### config.mk
export PLATFORM = sky130hd
export DESIGN_NAME = mem_access
export DESIGN_NICKNAME = d
export VERILOG_FILES = /design/src/rtl/mem_access_pkg.sv /design/src/rtl/mem_load_fmt.sv /design/src/rtl/mem_access.sv
export SDC_FILE = /design/constraint.sdc
export NUM_CORES = 1
export LEC_CHECK = 0
export BUFFER_PORTS_ARGS = -buffer_cell sky130_fd_sc_hd__buf_2
export CORE_AREA = 2 2 119 121
export CTS_CLUSTER_SIZE = 25
export DETAILED_ROUTE_END_ITERATION = 7
export DIE_AREA = 0 0 121 123
export PLACE_DENSITY_LB_ADDON = 0.15
export SLEW_MARGIN = 20
export SYNTH_ARGS = -nofsm -noshare
export SYNTH_HDL_FRONTEND = slang
export SYNTH_HIERARCHICAL = 1
export SYNTH_SLANG_ARGS = --single-unit
### constraint.sdc
create_clock -name clk -period 2.4 [get_ports clk]
set_input_delay 0 -clock clk [delete_from_list [all_inputs] [get_ports clk]]
set_output_delay 0 -clock clk [all_outputs]
set_load 0.05 [all_outputs]
### src/rtl/mem_access_pkg.sv
// mem_access_pkg
//   Shared definitions for the memory-access stage: load/store funct3 codes,
//   byte-enable width, FSM state encoding, default ack timeout, and helpers
//   for store lane placement and alignment checks.
package mem_access_pkg;

    localparam int MEM_BE_W    = 4;
    localparam int TIMEOUT_DEF = 16;

    // load funct3
    localparam logic [2:0] F3_LB  = 3'b000;
    localparam logic [2:0] F3_LH  = 3'b001;
    localparam logic [2:0] F3_LW  = 3'b010;
    localparam logic [2:0] F3_LBU = 3'b100;
    localparam logic [2:0] F3_LHU = 3'b101;
    // store funct3
    localparam logic [2:0] F3_SB  = 3'b000;
    localparam logic [2:0] F3_SH  = 3'b001;
    localparam logic [2:0] F3_SW  = 3'b010;

    typedef enum logic {
        ST_IDLE = 1'b0,
        ST_REQ  = 1'b1
    } state_t;

    function automatic logic [MEM_BE_W-1:0] store_be(input logic [2:0] f3,
                                                     input logic [1:0] off);
        case (f3)
            F3_SB:   store_be = 4'b0001 << off;
            F3_SH:   store_be = off[1] ? 4'b1100 : 4'b0011;
            F3_SW:   store_be = 4'b1111;
            default: store_be = 4'b0000;
        endcase
    endfunction

    // Replicate the store operand into every lane it could land in.
    function automatic logic [31:0] store_wdata(input logic [2:0] f3,
                                                input logic [31:0] d);
        case (f3)
            F3_SB:   store_wdata = {4{d[7:0]}};
            F3_SH:   store_wdata = {2{d[15:0]}};
            default: store_wdata = d;
        endcase
    endfunction

    // Load and store share the size encoding in funct3, so one check covers both.
    function automatic logic misaligned(input logic [2:0] f3, input logic [1:0] off);
        if (f3 == F3_LH || f3 == F3_LHU) misaligned = off[0];
        else if (f3 == F3_LW)            misaligned = |off;
        else                             misaligned = 1'b0;
    endfunction

endpackage

### src/rtl/mem_load_fmt.sv
// mem_load_fmt
//   Selects the addressed byte/halfword of a read word and sign/zero extends.
//   i_rdata  : 32-bit word returned by data memory
//   i_off    : byte offset addr[1:0]
//   i_funct3 : load type; undefined codes give 0
//   o_data   : extended 32-bit result
module mem_load_fmt
    import mem_access_pkg::*;
(
    input  logic [31:0] i_rdata,
    input  logic [1:0]  i_off,
    input  logic [2:0]  i_funct3,
    output logic [31:0] o_data
);
    logic [7:0]  w_byte;
    logic [15:0] w_half;

    assign w_byte = i_rdata[{i_off, 3'b000} +: 8];
    assign w_half = i_off[1] ? i_rdata[31:16] : i_rdata[15:0];

    always_comb begin
        o_data = '0;
        case (i_funct3)
            F3_LB:   o_data = {{24{w_byte[7]}}, w_byte};
            F3_LH:   o_data = {{16{w_half[15]}}, w_half};
            F3_LW:   o_data = i_rdata;
            F3_LBU:  o_data = {24'd0, w_byte};
            F3_LHU:  o_data = {16'd0, w_half};
            default: o_data = '0;
        endcase
    end
endmodule

### src/rtl/mem_access.sv
// mem_access
//   Memory-access pipeline stage. Passes ALU results to wb with one cycle of
//   latency, runs loads/stores on a req/ack data-memory port, formats load
//   data, and stalls earlier stages while a transaction is outstanding.
//   Misaligned accesses are dropped with a misalign_o pulse; a request that
//   sees no ack for TIMEOUT cycles is abandoned with a bus_err_o pulse.
//   Inputs : clk, arst_n (sync, active-low), inst_i, reg_w_*_i, mem_r_*_i,
//            mem_w_*_i, forwardC_i, dmem_ack_i, dmem_rdata_i
//   Outputs: dmem_req/we/addr/be/wdata_o, stall_o, misalign_o, bus_err_o,
//            reg_w_ena/addr/data_o, forwardC_o
module mem_access
    import mem_access_pkg::*;
#(
    parameter int TIMEOUT = TIMEOUT_DEF
)(
    input  logic                clk,
    input  logic                arst_n,
    input  logic [31:0]         inst_i,
    input  logic                reg_w_ena_i,
    input  logic [4:0]          reg_w_addr_i,
    input  logic [31:0]         reg_w_data_i,
    input  logic                mem_r_ena_i,
    input  logic [31:0]         mem_r_addr_i,
    input  logic                mem_w_ena_i,
    input  logic [31:0]         mem_w_addr_i,
    input  logic                forwardC_i,
    output logic                dmem_req_o,
    output logic                dmem_we_o,
    output logic [31:0]         dmem_addr_o,
    output logic [MEM_BE_W-1:0] dmem_be_o,
    output logic [31:0]         dmem_wdata_o,
    input  logic                dmem_ack_i,
    input  logic [31:0]         dmem_rdata_i,
    output logic                stall_o,
    output logic                misalign_o,
    output logic                bus_err_o,
    output logic                reg_w_ena_o,
    output logic [4:0]          reg_w_addr_o,
    output logic [31:0]         reg_w_data_o,
    output logic                forwardC_o
);
    localparam int CNT_W = (TIMEOUT > 2) ? $clog2(TIMEOUT) : 1;

    state_t             r_state, w_state_nxt;
    logic [CNT_W-1:0]   r_cnt;
    logic               r_dm_we;
    logic [31:0]        r_dm_addr, r_dm_wdata;
    logic [MEM_BE_W-1:0] r_dm_be;
    logic [2:0]         r_f3;
    logic [1:0]         r_off;
    logic               r_rd_ena, r_fwd;
    logic [4:0]         r_rd_addr;
    logic               r_reg_w_ena, r_fwd_o, r_misalign;
    logic [4:0]         r_reg_w_addr;
    logic [31:0]        r_reg_w_data;

    logic        w_is_store, w_mem_op, w_misal, w_tmo_hit;
    logic        w_launch, w_done, w_tmo, w_drop, w_stall;
    logic [2:0]  w_f3;
    logic [31:0] w_addr, w_ld_data;
    logic        w_unused;

    // Only funct3 matters here; the op type comes from the enables.
    assign w_unused   = ^{inst_i[31:15], inst_i[11:0]};
    assign w_f3       = inst_i[14:12];
    assign w_is_store = mem_w_ena_i;            // both enables high -> store
    assign w_mem_op   = mem_r_ena_i | mem_w_ena_i;
    assign w_addr     = w_is_store ? mem_w_addr_i : mem_r_addr_i;
    assign w_misal    = misaligned(w_f3, w_addr[1:0]);
    assign w_tmo_hit  = (TIMEOUT != 0) && (r_cnt == CNT_W'(TIMEOUT - 1));

    always_comb begin
        w_state_nxt = r_state;
        w_launch    = 1'b0;
        w_done      = 1'b0;
        w_tmo       = 1'b0;
        w_drop      = 1'b0;
        w_stall     = 1'b0;
        case (r_state)
            ST_IDLE: begin
                if (w_mem_op) begin
                    if (w_misal) begin
                        w_drop = 1'b1;
                    end else begin
                        w_launch    = 1'b1;
                        w_stall     = 1'b1;
                        w_state_nxt = ST_REQ;
                    end
                end
            end
            ST_REQ: begin
                // ack takes priority over a coincident timeout
                if (dmem_ack_i) begin
                    w_done      = 1'b1;
                    w_state_nxt = ST_IDLE;
                end else if (w_tmo_hit) begin
                    w_tmo       = 1'b1;
                    w_state_nxt = ST_IDLE;
                end else begin
                    w_stall = 1'b1;
                end
            end
            default: w_state_nxt = ST_IDLE;
        endcase
    end

    mem_load_fmt u_fmt (
        .i_rdata  (dmem_rdata_i),
        .i_off    (r_off),
        .i_funct3 (r_f3),
        .o_data   (w_ld_data)
    );

    always_ff @(posedge clk) begin
        if (!arst_n) begin
            r_state      <= ST_IDLE;
            r_cnt        <= '0;
            r_dm_we      <= 1'b0;
            r_dm_addr    <= '0;
            r_dm_be      <= '0;
            r_dm_wdata   <= '0;
            r_f3         <= '0;
            r_off        <= '0;
            r_rd_ena     <= 1'b0;
            r_rd_addr    <= '0;
            r_fwd        <= 1'b0;
            r_reg_w_ena  <= 1'b0;
            r_reg_w_addr <= '0;
            r_reg_w_data <= '0;
            r_fwd_o      <= 1'b0;
            r_misalign   <= 1'b0;
        end else begin
            r_state    <= w_state_nxt;
            r_misalign <= w_drop;
            r_cnt      <= (r_state == ST_REQ && w_state_nxt == ST_REQ) ? r_cnt + CNT_W'(1) : '0;

            if (w_launch) begin
                r_dm_we     <= w_is_store;
                r_dm_addr   <= {w_addr[31:2], 2'b00};
                r_dm_be     <= w_is_store ? store_be(w_f3, w_addr[1:0]) : 4'b1111;
                r_dm_wdata  <= store_wdata(w_f3, reg_w_data_i);
                r_f3        <= w_f3;
                r_off       <= w_addr[1:0];
                r_rd_ena    <= reg_w_ena_i;
                r_rd_addr   <= reg_w_addr_i;
                r_fwd       <= forwardC_i;
                r_reg_w_ena <= 1'b0;        // bubble to wb while the bus runs
            end else if (r_state == ST_IDLE) begin
                r_reg_w_ena  <= reg_w_ena_i & ~w_drop;
                r_reg_w_addr <= reg_w_addr_i;
                r_reg_w_data <= reg_w_data_i;
                r_fwd_o      <= forwardC_i;
            end else if (w_done) begin
                r_reg_w_ena  <= r_rd_ena & ~r_dm_we;
                r_reg_w_addr <= r_rd_addr;
                r_fwd_o      <= r_fwd;
                if (!r_dm_we) r_reg_w_data <= w_ld_data;
            end else begin
                r_reg_w_ena <= 1'b0;
                if (w_tmo) r_fwd_o <= r_fwd;
            end
        end
    end

    // Gate the combinational handshakes so everything reads 0 while in reset.
    assign stall_o      = w_stall & arst_n;
    assign bus_err_o    = w_tmo & arst_n;
    assign dmem_req_o   = (r_state == ST_REQ);
    assign dmem_we_o    = r_dm_we;
    assign dmem_addr_o  = r_dm_addr;
    assign dmem_be_o    = r_dm_be;
    assign dmem_wdata_o = r_dm_wdata;
    assign misalign_o   = r_misalign;
    assign reg_w_ena_o  = r_reg_w_ena;
    assign reg_w_addr_o = r_reg_w_addr;
    assign reg_w_data_o = r_reg_w_data;
    assign forwardC_o   = r_fwd_o;
endmodule

==> flow_summary.toml, run 1 <==
[floorplan]
fp-row-count = 43
ios = 284
die_w_microns = 121
die_y_microns = 123
die_area_sq_mm = 0.01488
core-area_sq_mm = 0.01361
start_util_pct = 47.09

[cts]
clk_pin_slew_ns = 0.05
cts.sinks = 124
h-tree-depth = 4
cts-root-buf = "clkbuf_16"
insertion_delay_ns = 0.42
cts_buffers = 17
postCtsSetupBuffers = 0
cts_tree = "done"
clock_path_buffers = 2

[synth]
synth_seq_cells = 124
ys_types = 55
synthArstFlopShare_pct = 0
yosysSeqAreaShare_pct = 38.73
synth_flop_cell = "dfxtp_1"
synth_area_sq_mm = 0.006410
synth.avg_cell_area_sq_um = 8.829
ys_warn_count = 6
synth_edf_count = 0
syn_inst = 726

[hold_path]
hp-class = "input port to flop"
hp-start = "reg_w_data_i[15]"

[route]
drt.antenna.violating_nets = 0
wire_per_inst_microns = 18.24
vias_per_cell = 5.574
firstDrtPassIters = 6
dr.first_iter.drc_count = 586
wl_microns = 22330
num_vias = 6822
route.detailed.drc = 0

[placed_design]
io_buffers = 252
gp_congestion = 0.9186
dp_slack_ns = 0.3995
place_inst = 1103
place_hpwl_microns = 14850

[global_route]
grt-ovfl-total = 0
antenna_found_initial = 0
grt_util_met1_pct = 35.52
grt_usage_pct = 28.97
grt_pass1_vias = 6430
grt_max_degree = 78
use_met2_pct = 49.40
grt_pass1_wl_microns = 33510
busiest_layer = "met2"
met3_usage_pct = 8.303

[sta]
rsz0062_at_grt = "false"
skew_ns = 0.006461
slew_headroom_pct = 33.57
tightest_slew_ns = 0.9928
report.final.hold_viol_count = 0
finalSetupViolCount = 0
period_share_pct = 93.80
fin_setup_tns_ns = 0
hold_ws_ns = 0.01759
period_needed_ns = 2.251
fmax_mhz = 444.2
setup_slack_ns = 0.1488
drv_slew = 0

[final_layout]
final_cell_count_no_fill = 1224
syn_to_final_growth_pct = 43.06
drive_gt1_share_pct = 32.57
nNetsFinal = 1205
diodes = 0

[critical_path]
arrival_ns = 2.25
cp.required_ns = 2.40
worstSetupPathType = "input port to output pin"
cp-end-kind = "output pin"
r2r_start = "r_off[0]"
worstSetupStartpointType = "input port"
worstSetupStartpoint = "mem_w_ena_i"
path_max_fanout = 41

[power]
power_density_mw_per_mm2 = 822.3
vdd_drop_max_mv = 0.5897
p_leak_nw = 4.878

[outcome]
outcome = "finished, final reports clean"

[flow_run]
cap_violations = 0
## synthesized netlist by cell type (2+ instances only)
cell	n	area, sq um
a21boi_0	23	172.7
a21boi_1	4	30.03
a21o_1	9	67.56
a21oi_1	10	50.05
a221o_1	4	40.04
a22oi_1	3	22.52
a31oi_1	5	31.28
buf_1	2	7.510
buf_2	24	120.1
buf_4	9	67.56
buf_6	4	45.04
clkbuf_1	33	123.9
dfxtp_1	124	2482
inv_1	9	33.78
mux2_2	9	101.4
mux2i_1	47	470.5
nand2_1	144	540.5
nand2_2	10	62.56
nand2b_1	4	25.02
nand3_1	27	135.1
nor2_1	26	97.59
nor2b_1	5	31.28
nor3_1	6	30.03
nor3b_1	2	15.01
o211a_1	80	800.8
o211ai_1	18	135.1
o21a_1	2	15.01
o21ai_0	5	25.02
o221a_2	10	112.6
o221ai_1	6	52.55
o22ai_1	37	231.5
or2_2	2	12.51
## worst max-delay path, stage by stage
cell and delay, ns:
dlygate4sd3_1 0.52, buf_2 0.23, mux2i_2 0.48, o221ai_2 0.26, nand2_8 0.27, a21oi_2 0.09, nor2b_1 0.12, buf_2 0.27
## layer usage
metal,up-vias,part of all wire (%)
met4,0,2.6
met3,51,7.7
met2,293,49
met1,3232,40
li1,3246,-
met5,-,0
## registers in the layout, summed over array words and instances, names as in the netlist
register	count
r_cnt	4
dmem_we_o	1
reg_w_ena_o	1
r_rd_addr	5
reg_w_addr_o	5
r_f3	3
r_rd_ena	1
dmem_be_o	4
dmem_wdata_o	32
reg_w_data_o	32
misalign_o	1
r_off	2
dmem_req_o	1
dmem_addr_o	30
r_fwd	1
forwardC_o	1
## final timing paths
check	to	slack [ns]	depth (start not counted)
worst max-delay path	stall_o	0.15	8
worst min-delay path	dmem_wdata_o[15]	0.02	4
worst max register to register	reg_w_data_o[16]	0.37	7
worst min register to register	r_cnt[0]	0.45	1
## stage by stage
| stage | utilization [%] | power, W | instance area (sq um) |
|---|---|---|---|
| after global routing | 67.37 | 0.007844 | 9170 |
| after CTS | 67.30 | 0.007528 | 9161 |
| after detailed placement | 56.54 | 0.004955 | 7696 |
| after floorplan | - | 0.004333 | 6414 |
| after global placement | 56.54 | 0.004939 | 7696 |
| final | 67.37 | 0.007540 | 9170 |
## cells in the final DEF (no fill, tap or decap), types with 6 or more instances in the layout
cell / count
a21oi_1: 10
mux2_2: 9
buf_2: 251
nand2_1: 143
nor3_1: 6
o211ai_1: 18
nor2_1: 26
clkbuf_16: 17
a21boi_0: 23
dfxtp_1: 124
a21o_1: 9
nand2_2: 10
o221a_2: 10
o211a_1: 80
buf_4: 15
o22ai_1: 37
dlygate4sd3_1: 90
nand3_1: 27
mux2i_1: 47
inv_1: 9
o221ai_1: 6
## where the power goes
part	internal [W]	total, W	leakage, nW	switching (W)
Clock	0.00155	0.00245	0.282	0.000908
Sequential	0.00232	0.00246	1.03	0.000141
Combinational	0.000863	0.00263	3.57	0.00176
## final cells by class
cell class | instances | area, sq um
Clock buffer | 24 | 501.7
Clock inverter | 7 | 62.56
Fill cell | 1139 | 4442
Inverter | 9 | 33.78
Multi-Input combinational cell | 521 | 3535
Sequential cell | 124 | 2482
Tap cell | 180 | 225.2
Timing Repair Buffer | 359 | 2330
## kinds of logic (layout without fill, tap and decap cells)
logic type	after synthesis	after routing	share of synthesized area, %
AOI/OAI and AO/OA	222	222	28.95
xor gates and xnor gates	2	2	0.2733
other	1	2	0.05850
and+or+nand+nor	237	237	16.22
muxes	57	57	9.135
adders and majority gates	1	1	0.1952
DFF	124	124	38.73
buffers and inverters	82	399	6.441
## what timing repair did
| item | in CTS | in global routing |
|---|---|---|
| hold buffers | 90 | 0 |
| endpoints found under the hold margin | 64 | 0 |
| setup endpoints to repair | 0 | 1 |
| resized for setup | 0 | 1 |
Note: power is estimated with default switching activity, not from simulation.
==> run 2: changes to the inputs <==
==> constraint.sdc (replaced) <==
create_clock -name clk -period 2.5 [get_ports clk]
set_input_delay 0 -clock clk [delete_from_list [all_inputs] [get_ports clk]]
set_output_delay 0 -clock clk [all_outputs]
set_load 0.05 [all_outputs]
==> flow_summary.toml, run 2 (same netlist as run 1, synthesis figures left out) <==
[outcome]
outcome = "finished, final reports clean"

[sta]
slew_headroom_pct = 39.67
fmax_mhz = 447.4
finalSetupViolCount = 0
period_share_pct = 89.40
fin_setup_tns_ns = 0
period_needed_ns = 2.235
rsz0062_at_grt = "false"
drv_slew = 0
skew_ns = 0.006209
report.final.hold_viol_count = 0
tightest_slew_ns = 0.9016
setup_slack_ns = 0.2651

[floorplan]
core-area_sq_mm = 0.01361
die_area_sq_mm = 0.01488
die_w_microns = 121
die_y_microns = 123
fp-row-count = 43
start_util_pct = 47.09
ios = 284

[route]
route.detailed.drc = 0
wire_per_inst_microns = 18.38
vias_per_cell = 5.534
num_vias = 6801
dr.first_iter.drc_count = 558
wl_microns = 22590
drt.antenna.violating_nets = 0
firstDrtPassIters = 5

[cts]
cts.sinks = 124
cts-root-buf = "clkbuf_16"
insertion_delay_ns = 0.42
postCtsSetupBuffers = 0
cts_resized = 0
h-tree-depth = 4
clock_path_buffers = 2
clk_pin_slew_ns = 0.06
cts_buffers = 17
cts_tree = "done"

[critical_path]
endpoint = "stall_o"
path_cells = "dlygate4sd3_1, buf_2, mux2i_2, o221ai_2, nand2_4, a21oi_2, nor2b_1, buf_2"
critPathSlowestCell = "dlygate4sd3_1"
critical_path_buf_inv_count = 3
critical_path.top_delay_family = "buffers and inverters"
worstSetupPathType = "input port to output pin"
cp.required_ns = 2.50
worstSetupStartpoint = "mem_w_ena_i"
r2r-end = "reg_w_data_o[17]"
cpPeakStageDelay_ns = 0.52
worstSetupStartpointType = "input port"
rrSetupSlack_ns = 0.41
cp-end-kind = "output pin"
rr_worst_depth = 7
cp.depth = 8
arrival_ns = 2.23
r2r_start = "r_off[0]"
path_max_fanout = 39
cp_common_cell = "buf_2"

[final_layout]
final_core_util_pct = 68.33
drive_gt1_share_pct = 32.70
final_common_cell = "buf_2"
diodes = 0
layout_common_cells = "buf_2 (251), nand2_1 (143), dfxtp_1 (124), dlygate4sd3_1 (94), o211a_1 (80)"
nNetsFinal = 1209
final_cell_count_no_fill = 1229
syn_to_final_growth_pct = 45.11

[global_route]
antenna_found_initial = 0
grt-ovfl-total = 0
grt_pass1_wl_microns = 34000
grt_pass1_vias = 6437
grt_max_degree = 67
grt_usage_pct = 29.74

[power]
p_leak_nw = 4.930
vdd_drop_max_mv = 0.5981
power_density_mw_per_mm2 = 819.5

[placed_design]
place_inst = 1103
dp_slack_ns = 0.4646
io_buffers = 252
gp_congestion = 0.9565
place_hpwl_microns = 14890

[flow_run]
cap_violations = 0

[hold_path]
hp-class = "input port to flop"
hp-start = "mem_r_addr_i[1]"
## run 2: worst min-delay path by stage
| stage | depth (start not counted) | to | slack [ns] |
|---|---|---|---|
| 2_1_floorplan | 2 | r_fwd | 0.13 |
| 3_3_place_gp | 3 | r_rd_ena | 0.26 |
| 3_5_place_dp | 3 | r_rd_ena | 0.27 |
| 4_1_cts | 4 | dmem_wdata_o[10] | 0.003 |
| 5_1_grt | 4 | dmem_wdata_o[15] | 0.04 |
| 6_report | 4 | misalign_o | 0.02 |
## run 2: cell type report
class                      count  area (sq um)
clock inverter                 9         156.4
fill                        1128          4310
multi-input combinational    521          3526
timing repair buffer         363          2370
clock buffer                  23         508.0
sequential                   124          2482
tap                          180         225.2
inverter                       9         33.78
## run 2: what timing repair did
item	CTS	global route
endpoints found under the hold margin	69	0
setup endpoints to repair	0	0
hold buffers	94	0
## run 2: power breakdown
| part | internal, W | switching [W] | leakage (nW) |
|---|---|---|---|
| registers | 0.00223 | 0.000142 | 1.03 |
| clock network | 0.00183 | 0.000901 | 0.318 |
| logic | 0.000831 | 0.00169 | 3.58 |
| total | 0.00489 | 0.00274 | 4.93 |
## run 2: stage by stage
stage / power, W / area [sq um] / hold slack (ns)
after floorplan: 0.004160 / 6414 / 0.1348
after global placement: 0.004742 / 7696 / 0.2607
after detailed placement: 0.004755 / 7696 / 0.2654
after CTS: 0.007617 / 9301 / 0.002987
after global routing: 0.007915 / 9301 / 0.03971
final: 0.007622 / 9301 / 0.02000
## run 2: worst reg2reg max path: stages (launching register included)
cell	delay, ns
dfxtp_1	0.43
mux2_2	0.39
a22oi_4	0.35
buf_4	0.28
o211ai_1	0.11
o22ai_1	0.22
nand2_2	0.08
o211a_1	0.12
## run 2: per-layer routing
metal	vias up	global-route usage (%)	wire, microns
met5	-	0	0
li1	3261	-	-
met4	0	10.68	639
met3	47	8.026	1581
met2	313	50.60	11020
met1	3180	36.19	9350
